$ cat src/rtl/uplink_scheduler_if.sv
// Uplink scheduler bus bundle: ACK request/generator handshake, source
// request/grant/data lanes and the serializer-facing byte stream.
interface uplink_scheduler_if #(
  parameter int unsigned NUM_SRC = 2
);
  logic                   ack_req;
  logic                   nak_req;
  logic [7:0]             req_eid;
  logic                   ackq_full;
  logic                   ackq_overflow;
  logic                   gen_ack;
  logic                   gen_nak;
  logic [7:0]             gen_eid;
  logic [7:0]             ag_data;
  logic                   ag_data_valid;
  logic                   ag_frame_valid;
  logic [NUM_SRC-1:0]     src_req;
  logic [NUM_SRC-1:0]     src_grant;
  logic [8*NUM_SRC-1:0]   src_data;
  logic [NUM_SRC-1:0]     src_data_valid;
  logic [NUM_SRC-1:0]     src_frame_valid;
  logic [7:0]             out_data;
  logic                   out_data_valid;
  logic                   out_frame_valid;

  // Scheduler side.
  modport master (
    input  ack_req, nak_req, req_eid, ag_data, ag_data_valid, ag_frame_valid,
           src_req, src_data, src_data_valid, src_frame_valid,
    output ackq_full, ackq_overflow, gen_ack, gen_nak, gen_eid, src_grant,
           out_data, out_data_valid, out_frame_valid
  );

  // Decoder / ACK generator / sources / serializer side.
  modport slave (
    output ack_req, nak_req, req_eid, ag_data, ag_data_valid, ag_frame_valid,
           src_req, src_data, src_data_valid, src_frame_valid,
    input  ackq_full, ackq_overflow, gen_ack, gen_nak, gen_eid, src_grant,
           out_data, out_data_valid, out_frame_valid
  );
endinterface

$ cat src/rtl/uplink_scheduler.sv
// Uplink byte-stream scheduler: queued ACK/NAK frames take priority, general
// sources are served round-robin. The output is a combinational mux steered by
// the registered state and current source index.
module uplink_scheduler #(
  parameter int unsigned NUM_SRC       = 2,
  parameter int unsigned ACKQ_AW       = 2,
  parameter int unsigned START_TIMEOUT = 16
) (
  input logic                clk,
  input logic                reset,
  uplink_scheduler_if.master bus
);

  localparam int unsigned Depth  = 1 << ACKQ_AW;
  localparam int unsigned IdxW   = (NUM_SRC > 1) ? $clog2(NUM_SRC) : 1;
  localparam int unsigned TimerW = $clog2(START_TIMEOUT + 1);

  typedef enum logic [2:0] {StIdle, StAckStart, StAckBusy, StSrcBusy, StGap} state_e;

  state_e            state_q, state_d;
  logic [8:0]        ackq_mem [Depth];
  logic [ACKQ_AW:0]  wr_ptr_q, rd_ptr_q;
  logic              ackq_empty, ackq_full_int;
  logic              push, push_ok, pop;
  logic [8:0]        head;
  logic [IdxW-1:0]   cur_q, cur_d, last_q, last_d, rr_idx;
  logic              rr_found;
  int unsigned       cand;
  logic              seen_q, seen_d;
  logic [TimerW-1:0] timer_q, timer_d;
  logic              busy_fv;

  assign push          = bus.ack_req | bus.nak_req;
  assign ackq_empty    = (wr_ptr_q == rd_ptr_q);
  assign ackq_full_int = (wr_ptr_q[ACKQ_AW] != rd_ptr_q[ACKQ_AW]) &&
                         (wr_ptr_q[ACKQ_AW-1:0] == rd_ptr_q[ACKQ_AW-1:0]);
  // A push into a full queue still lands if the head leaves in the same cycle.
  assign push_ok       = push & (~ackq_full_int | pop);
  assign head          = ackq_mem[rd_ptr_q[ACKQ_AW-1:0]];

  assign bus.ackq_full     = ackq_full_int;
  assign bus.ackq_overflow = push & ackq_full_int & ~pop;
  assign bus.gen_ack       = (state_q == StAckStart) & ~head[8];
  assign bus.gen_nak       = (state_q == StAckStart) &  head[8];
  assign bus.gen_eid       = ackq_empty ? 8'h00 : head[7:0];

  // Frame-valid of whichever side currently owns the uplink.
  assign busy_fv = (state_q == StAckBusy) ? bus.ag_frame_valid : bus.src_frame_valid[cur_q];

  // ACK queue pointers; extra MSB separates full from empty.
  always_ff @(posedge clk) begin
    if (reset) begin
      wr_ptr_q <= '0;
      rd_ptr_q <= '0;
    end else begin
      if (push_ok) wr_ptr_q <= wr_ptr_q + 1'b1;
      if (pop)     rd_ptr_q <= rd_ptr_q + 1'b1;
    end
  end

  // ACK queue storage; NAK wins when both request pulses coincide.
  always_ff @(posedge clk) begin
    if (push_ok) ackq_mem[wr_ptr_q[ACKQ_AW-1:0]] <= {bus.nak_req, bus.req_eid};
  end

  // Round-robin search starting just after the last-served source.
  always_comb begin
    rr_found = 1'b0;
    rr_idx   = '0;
    cand     = 0;
    for (int unsigned k = 1; k <= NUM_SRC; k++) begin
      cand = (32'(last_q) + k) % NUM_SRC;
      if (!rr_found && bus.src_req[IdxW'(cand)]) begin
        rr_found = 1'b1;
        rr_idx   = IdxW'(cand);
      end
    end
  end

  // Scheduler state and bookkeeping registers.
  always_ff @(posedge clk) begin
    if (reset) begin
      state_q <= StIdle;
      cur_q   <= '0;
      last_q  <= IdxW'(NUM_SRC - 1);
      seen_q  <= 1'b0;
      timer_q <= '0;
    end else begin
      state_q <= state_d;
      cur_q   <= cur_d;
      last_q  <= last_d;
      seen_q  <= seen_d;
      timer_q <= timer_d;
    end
  end

  // Next-state: ACKs first, then sources; a frame ends on the fall of
  // frame_valid once it has been seen, or on start timeout.
  always_comb begin
    state_d = state_q;
    cur_d   = cur_q;
    last_d  = last_q;
    seen_d  = seen_q;
    timer_d = timer_q;
    pop     = 1'b0;
    unique case (state_q)
      StIdle: begin
        if (!ackq_empty || push_ok) begin
          state_d = StAckStart;
        end else if (rr_found) begin
          state_d = StSrcBusy;
          cur_d   = rr_idx;
          seen_d  = 1'b0;
          timer_d = '0;
        end
      end
      StAckStart: begin
        state_d = StAckBusy;
        seen_d  = 1'b0;
        timer_d = '0;
      end
      StAckBusy, StSrcBusy: begin
        if (busy_fv) seen_d = 1'b1;
        if (!busy_fv && (seen_q || timer_q == TimerW'(START_TIMEOUT - 1))) begin
          state_d = StGap;
          if (state_q == StAckBusy) pop = 1'b1;
          else                      last_d = cur_q;
        end else if (!busy_fv && !seen_q) begin
          timer_d = timer_q + 1'b1;
        end
      end
      StGap:   state_d = StIdle;
      default: state_d = StIdle;
    endcase
  end

  // Output mux and grant; silent outside the two BUSY states.
  always_comb begin
    bus.out_data        = 8'h00;
    bus.out_data_valid  = 1'b0;
    bus.out_frame_valid = 1'b0;
    bus.src_grant       = '0;
    if (state_q == StAckBusy) begin
      bus.out_data        = bus.ag_data;
      bus.out_data_valid  = bus.ag_data_valid;
      bus.out_frame_valid = bus.ag_frame_valid;
    end else if (state_q == StSrcBusy) begin
      bus.src_grant       = NUM_SRC'(1) << cur_q;
      bus.out_data        = bus.src_data[cur_q*8 +: 8];
      bus.out_data_valid  = bus.src_data_valid[cur_q];
      bus.out_frame_valid = bus.src_frame_valid[cur_q];
    end
  end

endmodule
$ cat src/flat_wrapper.sv
// flat-port wrapper written by rule: the top's interface ports become plain ports
module uplink_scheduler_flat 
#(
  parameter int unsigned NUM_SRC       = 2,
  parameter int unsigned ACKQ_AW       = 2,
  parameter int unsigned START_TIMEOUT = 16
)
  (clk, reset, bus_ack_req, bus_nak_req, bus_req_eid, bus_ag_data, bus_ag_data_valid, bus_ag_frame_valid, bus_src_req, bus_src_data, bus_src_data_valid, bus_src_frame_valid, bus_ackq_full, bus_ackq_overflow, bus_gen_ack, bus_gen_nak, bus_gen_eid, bus_src_grant, bus_out_data, bus_out_data_valid, bus_out_frame_valid);
  uplink_scheduler_if #(.NUM_SRC(NUM_SRC)) bus_i ();
  input logic clk;
  input logic reset;
  input wire logic [$bits(bus_i.ack_req)-1:0] bus_ack_req;
  input wire logic [$bits(bus_i.nak_req)-1:0] bus_nak_req;
  input wire logic [$bits(bus_i.req_eid)-1:0] bus_req_eid;
  input wire logic [$bits(bus_i.ag_data)-1:0] bus_ag_data;
  input wire logic [$bits(bus_i.ag_data_valid)-1:0] bus_ag_data_valid;
  input wire logic [$bits(bus_i.ag_frame_valid)-1:0] bus_ag_frame_valid;
  input wire logic [$bits(bus_i.src_req)-1:0] bus_src_req;
  input wire logic [$bits(bus_i.src_data)-1:0] bus_src_data;
  input wire logic [$bits(bus_i.src_data_valid)-1:0] bus_src_data_valid;
  input wire logic [$bits(bus_i.src_frame_valid)-1:0] bus_src_frame_valid;
  output wire logic [$bits(bus_i.ackq_full)-1:0] bus_ackq_full;
  output wire logic [$bits(bus_i.ackq_overflow)-1:0] bus_ackq_overflow;
  output wire logic [$bits(bus_i.gen_ack)-1:0] bus_gen_ack;
  output wire logic [$bits(bus_i.gen_nak)-1:0] bus_gen_nak;
  output wire logic [$bits(bus_i.gen_eid)-1:0] bus_gen_eid;
  output wire logic [$bits(bus_i.src_grant)-1:0] bus_src_grant;
  output wire logic [$bits(bus_i.out_data)-1:0] bus_out_data;
  output wire logic [$bits(bus_i.out_data_valid)-1:0] bus_out_data_valid;
  output wire logic [$bits(bus_i.out_frame_valid)-1:0] bus_out_frame_valid;
  assign bus_i.ack_req = bus_ack_req;
  assign bus_i.nak_req = bus_nak_req;
  assign bus_i.req_eid = bus_req_eid;
  assign bus_i.ag_data = bus_ag_data;
  assign bus_i.ag_data_valid = bus_ag_data_valid;
  assign bus_i.ag_frame_valid = bus_ag_frame_valid;
  assign bus_i.src_req = bus_src_req;
  assign bus_i.src_data = bus_src_data;
  assign bus_i.src_data_valid = bus_src_data_valid;
  assign bus_i.src_frame_valid = bus_src_frame_valid;
  assign bus_ackq_full = bus_i.ackq_full;
  assign bus_ackq_overflow = bus_i.ackq_overflow;
  assign bus_gen_ack = bus_i.gen_ack;
  assign bus_gen_nak = bus_i.gen_nak;
  assign bus_gen_eid = bus_i.gen_eid;
  assign bus_src_grant = bus_i.src_grant;
  assign bus_out_data = bus_i.out_data;
  assign bus_out_data_valid = bus_i.out_data_valid;
  assign bus_out_frame_valid = bus_i.out_frame_valid;
  uplink_scheduler #(.NUM_SRC(NUM_SRC), .ACKQ_AW(ACKQ_AW), .START_TIMEOUT(START_TIMEOUT)) u_core (.clk(clk), .reset(reset), .bus(bus_i));
endmodule
$ cat config.mk
export PLATFORM = sky130hd
export DESIGN_NAME = uplink_scheduler_flat
export DESIGN_NICKNAME = d
export VERILOG_FILES = /design/src/rtl/uplink_scheduler_if.sv /design/src/rtl/uplink_scheduler.sv /design/src/flat_wrapper.sv
export SDC_FILE = /design/constraint.sdc
export NUM_CORES = 1
export LEC_CHECK = 0
export CAP_MARGIN = 20
export CORE_MARGIN = 3
export CORE_UTILIZATION = 44
export CTS_CLUSTER_SIZE = 10
export DETAILED_ROUTE_END_ITERATION = 16
export GPL_TIMING_DRIVEN = 1
export PLACE_DENSITY_LB_ADDON = 0.15
export SLEW_MARGIN = 20
export SYNTH_ARGS = -nofsm -noshare
export SYNTH_HDL_FRONTEND = slang
export SYNTH_SLANG_ARGS = --single-unit
export TNS_END_PERCENT = 50
$ cat constraint.sdc
create_clock -name clk -period 5.4 [get_ports clk]
set_clock_uncertainty 0.15 [all_clocks]
set_input_delay 1.08 -clock clk [delete_from_list [all_inputs] [get_ports clk]]
set_output_delay 1.08 -clock clk [all_outputs]
set_load 0.05 [all_outputs]
* Word-level counts from Yosys, hierarchy flattened
Memory sizes are Yosys's and may differ from the RTL's. A register that Yosys moved wholly into a read port is not among the register bits. Cells that the tools add are included.
Storage, ports and cells: register bits 17, bits in writable memories 36, bits of input ports 44, output and inout port bits 24, logic and storage cells 104, memories kept 1
Operators by class: add/subtract/negate cells 5, magnitude comparators 3, equal/unequal tests 14, shift-type cells 2, multiplexer cells 42, bitwise operators 12, reduce and logical (&&, ||, !) cells 18
Memories:
- u_core.ackq_mem | words 4, width 9, read ports 1, clocked after memory_dff 1, write ports 1, line uplink_scheduler.sv:21 | logic [8:0] ackq_mem [Depth];
Operator list (count):
- $mux 1 | 25
- $mux 8 | 3
- $mux 5 | 4
- $shiftx 16x5->8 | 1
- $pmux 5 s3 | 1
- $mux 3 | 3
- $pmux 3 s3 | 1
- $mux 2 | 4
- $ne 2x1->1 const B | 4
- $add 3x1->3 const B | 2
- $eq 3x2->1 const B | 2
- $lt 1x2->1 const B | 3
- $reduce_and 3->1 | 2
- $add 5x1->5 const B | 1
- $and 1x1->1 | 5
- $eq 5x4->1 const B | 1
- $not 1->1 | 5
- $reduce_and 5->1 | 1
- $logic_and 1x1->1 | 4
- $logic_not 1->1 | 4
- $ne 2x2->1 const B | 2
- $reduce_and 4->1 | 1
- $eq 3x1->1 const B | 1
- $eq 3x3->1 | 1
- other kinds (12) | 15

* Logic depth before layout (Yosys ltp)
Gate-level depths: netlist of the first run.
depth in word-level cells 12, depth in mapped cells 9, gate-level depth less buffers 8

* Worst setup path before layout of the first run
OpenSTA, ideal clock, no wires.
kind register to output, start point reg u_core.wr_ptr_q[1], end point out bus_ackq_overflow, arrival time 2731 ps, required time 4170 ps, path slack 1439 ps, stages on the path, launching flop included 5, path buffers 0, cell sequence dfxtp_1 -> xor2_1 -> nor3_1 -> nand2_1 -> nor2_1
On the way: word-level cells in the longest chain between the ends 4
RTL lines:
- from (decl) | line uplink_scheduler.sv:22 | logic [ACKQ_AW:0] wr_ptr_q, rd_ptr_q;
- from (signal assigned) | line uplink_scheduler.sv:56 | if (push_ok) wr_ptr_q <= wr_ptr_q + 1'b1;
- $eq 2x2->1 | line uplink_scheduler.sv:36 | (wr_ptr_q[ACKQ_AW-1:0] == rd_ptr_q[ACKQ_AW-1:0]);
- $logic_and 1x1->1 | line uplink_scheduler.sv:35 | assign ackq_full_int = (wr_ptr_q[ACKQ_AW] != rd_ptr_q[ACKQ_AW]) &&
- net bus_ackq_full | line flat_wrapper.sv:22 | output wire logic [$bits(bus_i.ackq_full)-1:0] bus_ackq_full;
- $and 1x1->1 (2 in series) | line uplink_scheduler.sv:42 | assign bus.ackq_overflow = push & ackq_full_int & ~pop;
- to (decl) | line flat_wrapper.sv:23 | output wire logic [$bits(bus_i.ackq_overflow)-1:0] bus_ackq_overflow;
The timed path passes the listed nets, and every way through them passes these cells.

* Worst setup path after layout of the first run
start point in bus_ag_frame_valid, end point out bus_ackq_overflow
On the way: word-level cells in the longest chain between the ends 7
RTL lines:
- from (decl) | line flat_wrapper.sv:17 | input wire logic [$bits(bus_i.ag_frame_valid)-1:0] bus_ag_frame_valid;
- $mux 1 | line uplink_scheduler.sv:48 | assign busy_fv = (state_q == StAckBusy) ? bus.ag_frame_valid : bus.src_frame_valid[cur_q];
- $logic_not 1->1 | line uplink_scheduler.sv:124 | if (!busy_fv && (seen_q || timer_q == TimerW'(START_TIMEOUT - 1))) begin
- $logic_and 1x1->1 | line uplink_scheduler.sv:124
- $mux 1 | line uplink_scheduler.sv:124
- $mux 1 | line uplink_scheduler.sv:106 | unique case (state_q)
- $not 1->1 | line uplink_scheduler.sv:42
- $and 1x1->1 | line uplink_scheduler.sv:42
No other way between the ends.

==> key figures, run 1 <==
Logic synthesis
  • Share of synthesized area occupied by flip-flops and latches: 56.0%
  • Synth area leader: edfxtp_1
  • Combined area of all synthesized cells: 2610 µm²
  • Fraction of synthesized cell area taken by the top area cell type: 41.4%
  • Ranking of synthesized cells by instance count: edfxtp_1 (36), nor2_1 (28), dfxtp_1 (19), mux2i_1 (14)
  • Number of nets in the synthesized netlist: 262
  • Register bit total from synthesis: 55
  • Number of warnings printed during yosys synthesis: 0
  • Post-synth EDFFs: 36
  • Synth unique cells: 36
  • Cell with the most instances after synthesis: edfxtp_1
  • Synthesized netlist cell count: 211
  • Post-synth top flop: edfxtp_1
  • Top area cells in the synthesized netlist: edfxtp_1 (41%), dfxtp_1 (15%), mux4_2 (7.8%), mux2i_1 (5.4%), nor2_1 (4.0%)
  • Post-Syn Area per Cell: 12.4 µm²
  • Share of synthesized flip-flops with an asynchronous set or reset: 0%

Timing
  • Setup TNS Final: 0 ns
  • Setup repair after global routing missed its margin: false
  • Final Hold Vio Count: 0
  • Max-slew violation count: 0
  • Max frequency: 0.229 GHz
  • Time the final worst path needs with I/O delays and setup: 4.37 ns
  • Ratio of final minimum period to clock period: 80.9%
  • Number of setup violations in the final report: 0
  • Worst path setup slack after routing: 1.03 ns
  • Tightest Pin Transition: 0.893 ns
  • Relative slew slack: 40.4%

Global routing
  • Global-route usage over all layers: 16.1%
  • Largest net degree at the start of global routing: 29
  • Leftover overflow at the end of global routing: 0
  • First-pass GRT wire length: 8920 µm
  • Antenna violations before repair: 0
  • Vias in the first global route: 1771

Power and ir drop
  • Pleak: 1.16 nW
  • Largest voltage drop on the vdd net: 0.165 mV
  • Power density cells: 301 nW/µm²

Drt
  • Count of nets left with antenna violations after detail routing: 0
  • Routed WL per cell: 15.7 µm
  • Average vias per placed instance: 5.22
  • Number of DRC violations after detailed-routing iteration 0: 131
  • Number of detailed-routing iterations run before antenna repair: 4
  • Total DRC errors in the routed layout: 0
  • Routed wire length: 5420 µm
  • Total vias in the final route: 1801

Placed design
  • Global placer's final weighted congestion: 0.817
  • Pre-CTS setup slack: 1.04 ns
  • Dpl hpwl: 3870 µm
  • Placement Cell Area: 3320 µm²
  • Number of port buffers: 67

Final layout
  • Ant. Diodes: 0
  • Total Nets Final: 323
  • Fin area: 3400 µm²
  • Proportion of layout cells with a drive suffix above 1: 6.96%
  • Syn-to-layout area delta: 30.4%

Flow run
  • Maxcap violations: 0

Worst setup path
  • Startpoint of the worst register-to-register path: u_core.timer_q[0]
  • Critical Setup Path Class: input pin to output port
  • Maximum fanout encountered on the critical timing path: 6
  • Path depth of the worst reg2reg path: 7
  • Kind of end point of the critical path: output port
  • Required time at the endpoint of the critical path: 4.17 ns
  • Endpoint of the lowest-slack register-to-register path: u_core.ackq_mem[0][3]
  • Startpoint types: input pin
  • Data arrival time at the worst-slack endpoint: 3.14 ns
  • R2r setup slk: 2.38 ns

Floorplanning
  • Height of the chip: 83 µm
  • Area enclosed by the die boundary: 6890 µm²
  • Effective utilization at floorplan: 46.5%
  • Num rows: 27
  • Placeable core region: 5610 µm²
  • X dimension of the die: 83 µm
  • Number of placed I/O pins: 68

CTS
  • Buffers inserted by post-CTS timing repair: 0
  • Number of buffers added by the clock tree synthesis step: 5
  • CTS clk-pin slew, worst paths: 0.09 ns
  • # hold bufs at CTS: 0
  • CTS tree: yes
  • Skew-Pair Late Insertion Delay: 0.30 ns
  • Post-CTS sizing: 0
  • Maximum count of clock buffers along a single path: 2
  • H-tree depth: 2
  • Total number of clock tree sinks: 55
  • Cell at the root of the clock tree: clkbuf_8

Worst hold path
  • Count of cells along the worst hold path: 2
  • Class of the worst hold path: register to register
  • Min-delay src: u_core.timer_q[4]
  • Capture endpoint of the worst hold path: u_core.timer_q[4]

Outcome
  • Run status: finished clean
## layout by cell type (no fill, tap or decap), types with 2 or more instances in the layout
master and count:
mux2i_1 14, nor2_1 28, nand3_1 4, mux4_2 9, ha_1 7, dfxtp_1 19, xor2_1 3, and2_1 3
edfxtp_1 36, o31ai_1 3, clkbuf_8 5, nand2b_1 3, or3_1 2, nor2b_1 9, and3_1 3, xnor2_1 4
nor3_1 9, nand2_1 3, clkbuf_1 3, clkdlybuf4s50_1 67, or4_1 2, a211oi_1 10, a21oi_1 5, nor4b_1 2
inv_1 7, o21ai_0 2
## state kept, by name (all words and copies together), names as in the netlist, named ones only
| register | count |
|---|---|
| u_core.wr_ptr_q | 3 |
| u_core.rd_ptr_q | 3 |
| u_core.ackq_mem | 36 |
| u_core.timer_q | 5 |
| u_core.seen_q | 1 |
| u_core.last_q | 1 |
| u_core.state_q | 3 |
| u_core.cur_q | 1 |
## routing by layer
| metal | track usage [%] | up-vias | share of wire (%) |
|---|---|---|---|
| met4 | 6.69 | 0 | 1.8 |
| met1 | 22.4 | 850 | 47 |
| li1 | - | 903 | - |
| met2 | 24.9 | 39 | 47 |
| met3 | 3.08 | 9 | 4.2 |
| met5 | 0 | - | 0 |
## layout make-up
class / count / area, µm²
sequential: 55 / 1460
inverter: 7 / 26.3
timing repair buffer: 68 / 678
fill: 484 / 2210
tap: 72 / 90.1
multi-input combinational: 135 / 1060
clock buffer: 8 / 80.1
## cells by family after synthesis
kind of cell	after synthesis	share of synthesized area, %
and+or+nand+nor	70	13.5
muxes	24	13.6
buffers and inverters	21	3.17
DFF	55	56.0
AOI/OAI and AO/OA	27	8.01
adders and majority gates	7	3.36
xor gates and xnor gates	7	2.35
## critical path: stages
cell	delay, ns
clkdlybuf4s50_1	0.43
or4_1	0.71
nand2_1	0.14
nor2_1	0.05
clkdlybuf4s50_1	0.72
## worst max-delay path by stage
stage / start / end / slack, ns / depth (start not counted)
floorplan: u_core.wr_ptr_q[1] / bus_ackq_overflow / 1.44 / 4
detailed placement: bus_ag_frame_valid / bus_ackq_overflow / 1.04 / 5
CTS: bus_ag_frame_valid / bus_ackq_overflow / 1.02 / 5
global placement: bus_ag_frame_valid / bus_ackq_overflow / 1.05 / 5
global route: bus_ag_frame_valid / bus_ackq_overflow / 0.95 / 5
finish: bus_ag_frame_valid / bus_ackq_overflow / 1.03 / 5
## through the flow
step           hold slack (ns)  std cells  utilization, %  total power [W]
2_1_floorplan            0.290        211               -         0.000709
4_1_cts                  0.342        345            60.6          0.00103
6_report                 0.336        345            60.6          0.00102
3_5_place_dp             0.325        337            59.2         0.000823
5_1_grt                  0.366        345            60.6          0.00107
3_3_place_gp             0.309        337            59.2         0.000818
## power by group
group	leakage (nW)	switching (W)	internal [W]
logic	0.635	0.000181	0.000118
registers	0.488	0.0000243	0.000486
clock network	0.0395	0.000122	0.0000925
Power figures use the tool's default switching activity.
==> run 2: changes to the inputs <==
Clock period 5.4 ns to 4.41 ns, I/O delays scaled along.
==> run 2 against run 1 <==
Compared with the run above:
- sequential share of layout area decreased by 0.20 points
- sequential cell count unchanged
- via count decreased by 1.7%
- non-clock buffer count increased by 2
- sequential power increased by 22%
- largest power group unchanged
==> key figures, run 2 (synthesis gave the netlist of run 1 again) <==
Drt
  • Routed WL per cell: 15.1 µm (-4.0%)
  • Number of DRC violations after detailed-routing iteration 0: 97 (-26%)
  • Total DRC errors in the routed layout: 0 (unchanged)
  • Routed wire length: 5240 µm (-3.4%)
  • Number of detailed-routing iterations run before antenna repair: 5 (+1)
  • Total vias in the final route: 1770 (-1.7%)
  • Count of nets left with antenna violations after detail routing: 0 (unchanged)
  • Average vias per placed instance: 5.10 (-2.3%)

Timing
  • Max frequency: 0.251 GHz
  • Ratio of final minimum period to clock period: 90.2%
  • Number of setup violations in the final report: 0 (unchanged)
  • Time the final worst path needs with I/O delays and setup: 3.98 ns
  • Relative slew slack: 40.6% (+0.20 points)
  • Worst path setup slack after routing: 0.430 ns (-0.601 ns)
  • Setup repair after global routing missed its margin: false
  • Setup TNS Final: 0 ns (unchanged)
  • Final Hold Vio Count: 0 (unchanged)
  • Max-slew violation count: 0 (unchanged)
  • Tightest Pin Transition: 0.890 ns (-0.00307 ns)

Final layout
  • Final core occ: 60.9% (+0.29 points)
  • Most common library cell in the layout ignoring fill and taps: clkdlybuf4s50_1
  • Number of flip-flops under the largest register name: 36 (unchanged)
  • Most frequent cells in the layout: clkdlybuf4s50_1 (67), edfxtp_1 (36), nor2_1 (28), dfxtp_1 (19), mux2i_1 (14)
  • Total Nets Final: 325 (+0.62%)
  • Syn-to-layout area delta: 31.0%
  • Ant. Diodes: 0 (unchanged)
  • Proportion of layout cells with a drive suffix above 1: 8.00% (+1.0 points)
  • Final Instance Count excl. Fillers: 347 (+0.58%)

CTS
  • Total number of clock tree sinks: 55 (unchanged)
  • Post-CTS sizing: 0 (unchanged)
  • CTS tree: yes
  • CTS clk-pin slew, worst paths: 0.09 ns (about the same)
  • Cell at the root of the clock tree: clkbuf_8
  • H-tree depth: 2 (unchanged)
  • Buffers inserted by post-CTS timing repair: 0 (unchanged)
  • Skew-Pair Late Insertion Delay: 0.29 ns (about the same)
  • # hold bufs at CTS: 0 (unchanged)
  • Maximum count of clock buffers along a single path: 2 (unchanged)
  • Number of buffers added by the clock tree synthesis step: 5 (unchanged)

Worst setup path
  • Maximum fanout encountered on the critical timing path: 6 (unchanged)
  • Data arrival time at the worst-slack endpoint: 2.95 ns (-0.19 ns)
  • Most repeated library cell on the critical path: clkdlybuf4s50_1
  • Largest stage delay on the critical path: 0.72 ns (about the same)
  • Slowest cell on the critical path: clkdlybuf4s50_1
  • Critical Setup Path Class: input pin to output port
  • Series of cell instances along the critical path: clkdlybuf4s50_1 > or4_1 > nand2_1 > nor2_1 > clkdlybuf4s50_1
  • Required time at the endpoint of the critical path: 3.38 ns (-0.79 ns)
  • Kind of end point of the critical path: output port
  • Startpoint types: input pin

Placed design
  • Dpl hpwl: 3870 µm (about the same)
  • Pre-CTS setup slack: 0.462 ns (-0.578 ns)
  • Placed cells: 339 (+0.59%)
  • Number of port buffers: 67 (unchanged)
  • Global placer's final weighted congestion: 0.823 (+0.73%)

Global routing
  • Antenna violations before repair: 0 (unchanged)
  • Largest net degree at the start of global routing: 29 (unchanged)
  • Leftover overflow at the end of global routing: 0 (unchanged)
  • Vias in the first global route: 1747 (-1.4%)
  • Global-route usage over all layers: 15.9% (-0.23 points)
  • First-pass GRT wire length: 8910 µm (about the same)

Power and ir drop
  • Tot Pwr: 0.00125 W (+22%)
  • Largest voltage drop on the vdd net: 0.256 mV (+55%)
  • Power density cells: 366 nW/µm² (+22%)
  • Pleak: 1.18 nW (+1.1%)

Floorplanning
  • Area enclosed by the die boundary: 6890 µm² (unchanged)
  • Effective utilization at floorplan: 46.5% (unchanged)
  • Placeable core region: 5610 µm² (unchanged)
  • X dimension of the die: 83 µm (unchanged)
  • Height of the chip: 83 µm (unchanged)
  • Number of placed I/O pins: 68 (unchanged)
  • Num rows: 27 (unchanged)

Worst hold path
  • Class of the worst hold path: register to register

Flow run
  • Maxcap violations: 0 (unchanged)

Outcome
  • Run status: finished clean
[run 2: worst paths after layout]
kind                                         endpoint  cells past startpoint  slack, ns                from
worst max-delay path                bus_ackq_overflow                      5       0.43  bus_ag_frame_valid
worst min-delay path                    u_core.last_q                      2       0.33       u_core.last_q
worst max register to register  u_core.ackq_mem[0][3]                      7       1.42   u_core.timer_q[0]
worst min register to register          u_core.last_q                      2       0.33       u_core.last_q
[run 2: where the power goes]
| part | internal (W) | switching, W |
|---|---|---|
| registers | 0.000595 | 0.0000290 |
| logic | 0.000146 | 0.000222 |
| clock network | 0.000112 | 0.000148 |
| total | 0.000853 | 0.000399 |
[run 2: worst max-delay path: cells and delay by family]
kind	cells	cell delay, ns
buffers and inverters	2	1.16
and+or+nand+nor	3	0.90
[run 2: area by class of cell]
type	count	area, µm²
multi-input cells	135	1060
inverters	7	26.3
repair buffers	70	693
fillers	462	2190
clock inverters	1	5.00
well taps	72	90.1
clock buffers	7	76.3
flip-flops and latches	55	1460
[run 2: metal layers]
metal  wire length, µm  track usage (%)  vias up
met5                 0                0        -
met4                35             4.16        0
met3               210             3.37        4
met2              2560             24.9       30
met1              2430             22.6      832
li1                  -                -      904
[run 2: metrics by stage]
| step | area (µm²) | hold WS (ns) |
|---|---|---|
| after global routing | 3420 | 0.363 |
| after global placement | 3340 | 0.310 |
| after floorplan | 2610 | 0.290 |
| final | 3420 | 0.331 |
| after CTS | 3420 | 0.340 |
| after detailed placement | 3340 | 0.315 |
